**src/rtl/smart_toilet_inlet_seq.sv**
```systemverilog
// Inlet valve sequencer for the smart_toilet mixing network: opens soln3, soln2 and soln1
// in turn, waits out the mix/transit interval, then hands the sample to the detector.
module smart_toilet_inlet_seq #(
  parameter int CNT_W = 16,
  parameter int RUN_W = 8
) (
  input  logic             clk,
  input  logic             rst_n,
  input  logic             start,
  input  logic             abort,
  input  logic [CNT_W-1:0] t_soln3,
  input  logic [CNT_W-1:0] t_soln2,
  input  logic [CNT_W-1:0] t_soln1,
  input  logic [CNT_W-1:0] t_mix,
  input  logic             sample_ready,
  output logic             valve_soln1,
  output logic             valve_soln2,
  output logic             valve_soln3,
  output logic             busy,
  output logic             sample_valid,
  output logic             done,
  output logic             aborted,
  output logic [RUN_W-1:0] run_count
);

  typedef enum logic [2:0] {IDLE, FILL3, FILL2, FILL1, MIX, READY} state_e;

  state_e           state_q;
  logic [CNT_W-1:0] cnt_q;
  logic [CNT_W-1:0] t3_q, t2_q, t1_q, tm_q;
  logic [RUN_W-1:0] runCount_q;
  logic             done_q, aborted_q;

  state_e           advSt_d;
  logic [CNT_W-1:0] advCnt_d;
  logic [CNT_W-1:0] d3, d2, d1, dm;

  // Earliest timed state at or after 'from' whose duration is non-zero; READY if none.
  function automatic state_e firstFrom(input state_e from,
                                       input logic [CNT_W-1:0] f3, f2, f1, fm);
    state_e s;
    s = READY;
    if ((from inside {FILL3, FILL2, FILL1, MIX}) && (fm != '0)) s = MIX;
    if ((from inside {FILL3, FILL2, FILL1}) && (f1 != '0))      s = FILL1;
    if ((from inside {FILL3, FILL2}) && (f2 != '0))             s = FILL2;
    if ((from == FILL3) && (f3 != '0))                          s = FILL3;
    return s;
  endfunction

  function automatic state_e succOf(input state_e s);
    case (s)
      FILL3:   return FILL2;
      FILL2:   return FILL1;
      FILL1:   return MIX;
      default: return READY;
    endcase
  endfunction

  function automatic logic [CNT_W-1:0] durOf(input state_e s,
                                             input logic [CNT_W-1:0] f3, f2, f1, fm);
    case (s)
      FILL3:   return f3;
      FILL2:   return f2;
      FILL1:   return f1;
      MIX:     return fm;
      default: return '0;
    endcase
  endfunction

  // In IDLE the live inputs decide the first state; afterwards only the captured copies count.
  always_comb begin
    d3 = t3_q;
    d2 = t2_q;
    d1 = t1_q;
    dm = tm_q;
    advSt_d = READY;
    if (state_q == IDLE) begin
      d3 = t_soln3;
      d2 = t_soln2;
      d1 = t_soln1;
      dm = t_mix;
      advSt_d = firstFrom(FILL3, d3, d2, d1, dm);
    end else begin
      advSt_d = firstFrom(succOf(state_q), d3, d2, d1, dm);
    end
    advCnt_d = durOf(advSt_d, d3, d2, d1, dm);
  end

  always_ff @(posedge clk or negedge rst_n) begin
    if (!rst_n) begin
      state_q    <= IDLE;
      cnt_q      <= '0;
      t3_q       <= '0;
      t2_q       <= '0;
      t1_q       <= '0;
      tm_q       <= '0;
      runCount_q <= '0;
      done_q     <= 1'b0;
      aborted_q  <= 1'b0;
    end else begin
      done_q    <= 1'b0;
      aborted_q <= 1'b0;
      case (state_q)
        IDLE: begin
          if (start && !abort) begin
            t3_q    <= t_soln3;
            t2_q    <= t_soln2;
            t1_q    <= t_soln1;
            tm_q    <= t_mix;
            state_q <= advSt_d;
            cnt_q   <= advCnt_d;
          end
        end
        FILL3, FILL2, FILL1, MIX: begin
          if (abort) begin
            state_q   <= IDLE;
            aborted_q <= 1'b1;
          end else if (cnt_q == CNT_W'(1)) begin
            state_q <= advSt_d;
            cnt_q   <= advCnt_d;
          end else begin
            cnt_q <= cnt_q - CNT_W'(1);
          end
        end
        READY: begin
          // Abort wins over a simultaneous handshake: no done, no count.
          if (abort) begin
            state_q   <= IDLE;
            aborted_q <= 1'b1;
          end else if (sample_ready) begin
            state_q    <= IDLE;
            done_q     <= 1'b1;
            runCount_q <= runCount_q + RUN_W'(1);
          end
        end
        default: state_q <= IDLE;
      endcase
    end
  end

  assign valve_soln3  = (state_q == FILL3);
  assign valve_soln2  = (state_q == FILL2);
  assign valve_soln1  = (state_q == FILL1);
  assign sample_valid = (state_q == READY);
  assign busy         = (state_q != IDLE);
  assign done         = done_q;
  assign aborted      = aborted_q;
  assign run_count    = runCount_q;

endmodule
```
**config.mk**
```make
export PLATFORM = sky130hd
export DESIGN_NAME = smart_toilet_inlet_seq
export DESIGN_NICKNAME = d
export VERILOG_FILES = /design/src/rtl/smart_toilet_inlet_seq.sv
export SDC_FILE = /design/constraint.sdc
export NUM_CORES = 1
export LEC_CHECK = 0
export CORE_MARGIN = 4
export CORE_UTILIZATION = 55
export CTS_BUF_LIST = sky130_fd_sc_hd__clkbuf_8
export DETAILED_ROUTE_END_ITERATION = 12
export PLACE_DENSITY = 0.83
export SLEW_MARGIN = 20
export SYNTH_ARGS = -nofsm -noshare
export SYNTH_HDL_FRONTEND = slang
export SYNTH_SLANG_ARGS = --single-unit
```
**constraint.sdc**
```tcl
create_clock -name clk -period 4.4 [get_ports clk]
set_input_delay 0.88 -clock clk [delete_from_list [all_inputs] [get_ports clk]]
set_output_delay 0.88 -clock clk [all_outputs]
set_load 0.02 [all_outputs]
```
==> results of run 1 <==
## where the power goes
part	leakage, nW	internal (mW)	switching, mW
Sequential	0.926	1.04	0.357
Combinational	1.22	0.849	1.14
Clock	0.126	0.376	0.272
Total	2.27	2.26	1.77
## final cells by class
| cell class | count | area (sq um) | area share (%) |
|---|---|---|---|
| multi-input combinational | 359 | 2482 | 43.71 |
| sequential | 77 | 1927 | 33.93 |
| timing repair buffer | 87 | 858.3 | 15.11 |
| tap | 105 | 131.4 | 2.313 |
| clock buffer | 9 | 123.9 | 2.181 |
| clock inverter | 7 | 115.1 | 2.027 |
| inverter | 11 | 41.29 | 0.7270 |
## synthesized netlist by cell type (9+ instances only)
library cell	instances
sky130_fd_sc_hd__dfrtp_1	77
sky130_fd_sc_hd__nand4_1	9
sky130_fd_sc_hd__mux2_2	48
sky130_fd_sc_hd__a21oi_1	53
sky130_fd_sc_hd__inv_1	10
sky130_fd_sc_hd__o21ai_0	22
sky130_fd_sc_hd__nand3_1	14
sky130_fd_sc_hd__clkbuf_1	17
sky130_fd_sc_hd__nor2_1	24
sky130_fd_sc_hd__nor4_1	30
sky130_fd_sc_hd__nand2_1	45
## path summary, 6_finish.rpt
| kind | from | to | slack, ps | cells past startpoint |
|---|---|---|---|---|
| max | t_soln2[10] | cnt_q[14] | 980 | 8 |
| min | run_count[7] | run_count[7] | 490 | 1 |
| max reg2reg | state_q[2] | cnt_q[13] | 1330 | 7 |
| min reg2reg | run_count[7] | run_count[7] | 490 | 1 |
| max in group asynchronous | rst_n | t2_q[4] | 3090 | 1 |
| min in group asynchronous | rst_n | run_count[7] | 680 | 1 |
## critical path: stages
cell and delay, ps:
sky130_fd_sc_hd__clkdlybuf4s50_1 450, sky130_fd_sc_hd__nor4_1 550, sky130_fd_sc_hd__nand4_1 340, sky130_fd_sc_hd__nor4_1 460
sky130_fd_sc_hd__or2_1 410, sky130_fd_sc_hd__a221oi_1 190, sky130_fd_sc_hd__o221a_2 200, sky130_fd_sc_hd__a311oi_2 200
## metrics by stage
step / power [mW] / hold slack [ps] / instance area [sq um]
after floorplan: 2.733 / 469.9 / 4576
after global placement: 3.256 / 460.3 / 5435
after detailed placement: 3.307 / 478.1 / 5435
after CTS: 3.963 / 493.0 / 5674
after global routing: 4.254 / 519.5 / 5679
final: 4.031 / 492.4 / 5679
## cell usage in the layout (no fill, tap or decap), types with 3 or more instances in the layout
cell type,synthesis,layout
sky130_fd_sc_hd__bufinv_16,0,3
sky130_fd_sc_hd__dfrtp_1,77,77
sky130_fd_sc_hd__nor3_1,6,6
sky130_fd_sc_hd__nand4_1,9,9
sky130_fd_sc_hd__and4_1,4,4
sky130_fd_sc_hd__nor2_1,24,24
sky130_fd_sc_hd__ha_1,3,3
sky130_fd_sc_hd__or3_1,3,3
sky130_fd_sc_hd__nor3b_1,4,4
sky130_fd_sc_hd__nand2_1,45,44
sky130_fd_sc_hd__a31oi_1,3,3
sky130_fd_sc_hd__nand2b_1,4,4
sky130_fd_sc_hd__a21oi_1,53,53
sky130_fd_sc_hd__nor4_1,30,30
sky130_fd_sc_hd__a211oi_1,5,5
sky130_fd_sc_hd__o21ai_0,22,22
sky130_fd_sc_hd__a221o_1,5,5
sky130_fd_sc_hd__clkdlybuf4s50_1,0,82
sky130_fd_sc_hd__and3_1,4,4
sky130_fd_sc_hd__mux2i_1,8,8
sky130_fd_sc_hd__a2111oi_0,7,7
sky130_fd_sc_hd__a221oi_1,5,5
sky130_fd_sc_hd__mux2_2,48,48
sky130_fd_sc_hd__o22ai_1,3,3
sky130_fd_sc_hd__xnor2_1,8,8
sky130_fd_sc_hd__buf_4,0,5
sky130_fd_sc_hd__nand3_1,14,14
sky130_fd_sc_hd__clkbuf_8,0,9
sky130_fd_sc_hd__inv_1,10,12
## state kept, by name, indices dropped and copies added (netlist names)
register   count
t1_q          16
cnt_q         16
run_count      8
t2_q          16
done           1
aborted        1
tm_q          16
state_q        3
## per-layer routing
layer  track usage, %  up-vias  routed length, um  part of all wire [%]
met3            4.698       32               1198                   8.7
li1                 -     1939                  -                     -
met1            40.66     2133               5835                    42
met2            44.42      258               6550                    47
met5                0        -                  0                     0
met4            9.139        0                263                   1.9
## cells by family (layout without fill, tap and decap cells)
logic type               count (synthesis)  count (layout)  share of synthesized area (%)
buffers and inverters                   37             114                          3.801
multiplexers                            56              56                          13.56
AO/OA/AOI/OAI                          127             127                          18.13
adder cells (fa/ha/maj)                  3               3                         0.8204
AND/OR/NAND/NOR                        164             164                          19.85
XOR/XNOR                                 9               9                          1.723
flip-flops                              77              77                          42.11
==> results.yml, run 1 <==
status:
  run_status: "complete, no violations"
floorplanning:
  dieArea_sq_um: 9843
  placeableCoreArea_sq_um: 8134
  io-pin-count: 84
  floorplan.initialDensity_pct: 56.25
  core.rowCount: 33
  die-width_um: 99.21
  die_y_um: 99.21
place:
  place.detailed.instances: 639
  dp_hpwl_um: 10340
  finalWeightedCongestion: 0.9752
  dp_slack_ps: 772.8
  port_buffer_cells: 83
min_path:
  hold_path.class: "reg2reg"
layout:
  post-route-util_pct: 69.82
  final_layout_size_suffix_gt1_share_pct: 15.09
  number_of_diodes: 0
  final_nets: 617
  final.fill_count: 609
  layout_overhead_on_the_synthesized_area_pct: 24.12
  final_cells: 655
synthesis:
  netlist_area_sq_um: 4576
  seq_area_frac_synth_pct: 42.11
  async_set_or_reset_register_ratio_after_synthesis_pct: 100.0
  synth_top_area_cell: "sky130_fd_sc_hd__dfrtp_1"
  synth_top_flop_cell: "sky130_fd_sc_hd__dfrtp_1"
  synth.area.top_cells: "sky130_fd_sc_hd__dfrtp_1 (42%), sky130_fd_sc_hd__mux2_2 (12%), sky130_fd_sc_hd__a21oi_1 (5.8%), sky130_fd_sc_hd__nor4_1 (4.1%), sky130_fd_sc_hd__nand2_1 (3.7%)"
  synth.lib_cells_used.distinct: 61
  yosysWarnings: 0
  syn_inst: 473
  top_cell_type_s_share_of_synthesized_area_pct: 42.11
  postSynthNetCount: 545
  synth-seq-cells: 77
  synth_edf_count: 0
  mean_post_synth_cell_area_sq_um: 9.674
drt:
  wl_um: 13850
  ant_nets: 0
  vias_per_cell: 6.660
  total_via_count_in_the_routed_design: 4362
  detail_route.drc_violations: 0
  drt_first_pass_iters: 5
  drt_first_iter_violations: 427
  routedWlPerCell_um: 21.14
clocking:
  cts_setup_buffers: 0
  cts.clk_slew.worst_paths_ps: 80
  cts.hold.buffers_added: 0
  cts_num_sinks: 77
  clk_root_buffer_cell: "sky130_fd_sc_hd__clkbuf_8"
  clk-insertion-delay-late_ps: 360
  tritoncts.num_buffers: 9
  post_cts_resize_count: 0
  clock_tree_from_tritoncts: "built"
  clock_tree.htree_level_count: 3
  ctsLongestPathBuffers: 2
flow_run:
  maxCapViolations: 0
critical_path:
  critical_path_peak_fanout: 10
  endpoint_kind: "flip-flop"
  critical_path_required_ps: 4660
  critPathLaunchType: "primary input"
  path_class: "in2reg"
  cp.arrival_ps: 3680
sta:
  max_freq_ghz: 0.2920
  tightest_slew_ps: 973.2
  slew_violations: 0
  setup_total_negative_slack_ps: 0
  post_route_minimum_period_ps: 3424
  maxSlewHeadroom_pct: 35.12
  skew_ps: 12.39
  rsz_0062_raised_after_global_routing: "no"
  finalSetupViolCount: 0
  finalWorstSetupSlack_ps: 975.6
  hold_viol_final: 0
  layout_worst_path_cycle_share_pct: 77.83
global_route:
  grt_antenna_before_repair: 0
  grt_start_max_net_pins: 78
  grt_first_pass_wirelength_um: 22090
  grt_pass1_vias: 4149
  global_route.usage.total_pct: 28.44
  grt_remaining_overflow: 0
power_and_ir_drop:
  max-vdd-ir-drop_uv: 425.5
  p_leak_nw: 2.274
  pwr_density_cell_nw_per_um2: 709.9
Power figures use the tool's default switching activity.
==> run 2, diff against run 1 <==
- CORE_UTILIZATION: 55 -> 49
- PLACE_DENSITY: 0.83 -> 0.78
- clock period: 4.4 -> 2.9 ns (I/O delays scaled with it)
==> run 2 against run 1 <==
  * Sequential share of layout area decreased by 3.5 points
  * Hold slack got worse by 240 ps
  * Cell area increased by 11%
  * Flip-flop and latch count unchanged
  * Clock power increased by 57%
  * Critical path depth unchanged
  * Total power increased by 63%
  * Wire length increased by 9.8%
  * Critical path type unchanged
  * Largest cell class unchanged
  * Highest routed layer unchanged
==> results.yml, run 2 (synthesized netlist as in run 1, its figures left out) <==
clocking:
  cts_setup_buffers: 0
  clock_tree_from_tritoncts: "built"
  clock_tree.htree_level_count: 3
  clk_root_buffer_cell: "sky130_fd_sc_hd__clkbuf_8"
  cts.clk_slew.worst_paths_ps: 90
  ctsLongestPathBuffers: 2
  tritoncts.num_buffers: 9
  clk-insertion-delay-late_ps: 370
  cts_num_sinks: 77
global_route:
  grt_first_pass_wirelength_um: 24290
  grt_start_max_net_pins: 78
  grt_antenna_before_repair: 0
  grt_pass1_vias: 4588
  grt_remaining_overflow: 0
  global_route.usage.total_pct: 27.74
  highest_utilization_routing_layer_at_the_global_route_stage: "met2"
  gr-usage-met2_pct: 45.30
  grtUsageMet3_pct: 5.240
  grt.met1_usage_pct: 38.49
layout:
  final.fill_count: 674
  layout_overhead_on_the_synthesized_area_pct: 38.17
  final_layout_size_suffix_gt1_share_pct: 26.86
  commonest_non_fill_non_tap_cell_in_the_layout: "sky130_fd_sc_hd__buf_4"
  highest_count_cells_in_the_layout_ignoring_fill_and_taps: "sky130_fd_sc_hd__buf_4 (87), sky130_fd_sc_hd__clkdlybuf4s50_1 (82), sky130_fd_sc_hd__dfrtp_1 (77)"
  number_of_diodes: 0
  final_nets: 700
floorplanning:
  placeableCoreArea_sq_um: 8891
  dieArea_sq_um: 10950
  die-width_um: 104.6
  floorplan.initialDensity_pct: 51.46
  io-pin-count: 84
  core.rowCount: 34
  die_y_um: 104.6
sta:
  rsz_0062_raised_after_global_routing: "no"
  hold_viol_final: 0
  tightest_slew_ps: 852.7
  setup_total_negative_slack_ps: 0
  maxSlewHeadroom_pct: 42.95
  skew_ps: 19.24
  finalSetupViolCount: 0
  post_route_minimum_period_ps: 2821
  holdWs_ps: 250.2
  layout_worst_path_cycle_share_pct: 97.27
  max_freq_ghz: 0.3545
  slew_violations: 0
place:
  dp_hpwl_um: 11780
  port_buffer_cells: 83
  finalWeightedCongestion: 0.9548
drt:
  wl_um: 15210
  total_via_count_in_the_routed_design: 4618
  drt_first_iter_violations: 271
  routedWlPerCell_um: 20.52
  drt_first_pass_iters: 5
  vias_per_cell: 6.232
  detail_route.drc_violations: 0
  ant_nets: 0
critical_path:
  critical_path.most_common_cell: "sky130_fd_sc_hd__nor4_1"
  worst_path_dominant_cell_family: "simple AND/OR/NAND/NOR gates"
  critical_path_peak_fanout: 7
  cp_slowest_stage_delay_ps: 690
  critical_path_required_ps: 3120
  critPathLaunchType: "primary input"
  crit_buf_inv: 1
  crit_path_cell_trace: "clkdlybuf4s50_1 -> nor4_1 -> and4_1 -> nor4_1 -> nor2_2 -> o21ai_0 -> a2111oi_0 -> a21oi_1"
  path_class: "in2reg"
  endpoint_kind: "flip-flop"
  cp.arrival_ps: 3040
  timing.critical_path.slowest_stage_cell: "sky130_fd_sc_hd__a2111oi_0"
power_and_ir_drop:
  max-vdd-ir-drop_uv: 432.1
  p_leak_nw: 2.675
  pwr_density_cell_nw_per_um2: 1041
status:
  run_status: "complete, no violations"
flow_run:
  maxCapViolations: 0
min_path:
  hold_path.class: "in2async"
## run 2: cell types whose count changed in the layout (fill, tap and decap cells not counted), moves of 2 or more
| cell | before | now |
|---|---|---|
| sky130_fd_sc_hd__a2111oi_1 | 0 | 2 |
| sky130_fd_sc_hd__a2111oi_0 | 7 | 5 |
| sky130_fd_sc_hd__inv_1 | 12 | 10 |
| sky130_fd_sc_hd__buf_4 | 5 | 87 |
## run 2: worst register-to-register path, stage by stage (launching register included)
cell,delay [ps]
sky130_fd_sc_hd__dfrtp_1,420
sky130_fd_sc_hd__nor4_1,390
sky130_fd_sc_hd__nand4_1,250
sky130_fd_sc_hd__o211a_1,300
sky130_fd_sc_hd__nor2_2,320
sky130_fd_sc_hd__o21ai_0,150
sky130_fd_sc_hd__a2111oi_0,690
sky130_fd_sc_hd__a21oi_1,150
## run 2: layer usage
metal  vias up  part of all wire, %
li1       2112                    -
met1      2240                   41
met2       246                   49
met3        20                  9.2
met4         0                  1.2
met5         -                    0
## run 2: path summary, 6_finish.rpt
check	slack (ps)	from	to	depth (start not counted)
max reg2reg	80	t1_q[5]	cnt_q[13]	7
min in group clk	510	run_count[6]	run_count[6]	1
max in group asynchronous	2150	rst_n	t1_q[14]	1
min	250	rst_n	cnt_q[4]	1
min reg2reg	510	run_count[6]	run_count[6]	1
max	80	t_soln1[4]	cnt_q[13]	8
## run 2: stage by stage
step                cell area, sq um  utilization (%)  power [mW]  worst slack [ps]  std cells
floorplan                       4576                -       4.146             555.6        473
global placement                6062            68.18       5.353            -321.2        725
detailed placement              6062            68.18       5.450            -343.9        725
CTS                             6307            70.94       6.486             3.436        741
global route                    6322            71.11       6.957             15.93        741
finish                          6322            71.11       6.579             79.10        741
## run 2: area by class of cell
cell class | instances | area (sq um) | area share [%]
Multi-Input combinational cell | 359 | 2489 | 39.36
Sequential cell | 77 | 1927 | 30.48
Timing Repair Buffer | 170 | 1485 | 23.49
Tap cell | 108 | 135.1 | 2.137
Clock buffer | 9 | 123.9 | 1.959
Clock inverter | 7 | 121.4 | 1.920
Inverter | 11 | 41.29 | 0.6531
## run 2: where the power goes
| group | switching, mW | total [mW] | leakage (nW) | internal, mW |
|---|---|---|---|---|
| clock network | 0.445 | 1.02 | 0.124 | 0.577 |
| registers | 0.516 | 2.09 | 0.926 | 1.57 |
| logic | 1.87 | 3.47 | 1.63 | 1.60 |
## run 2: repair_timing
item | 4_1_cts | 5_1_grt
gates resized for setup | 0 | 4
hold buffers | 0 | 0
endpoints found under the setup margin | 0 | 6
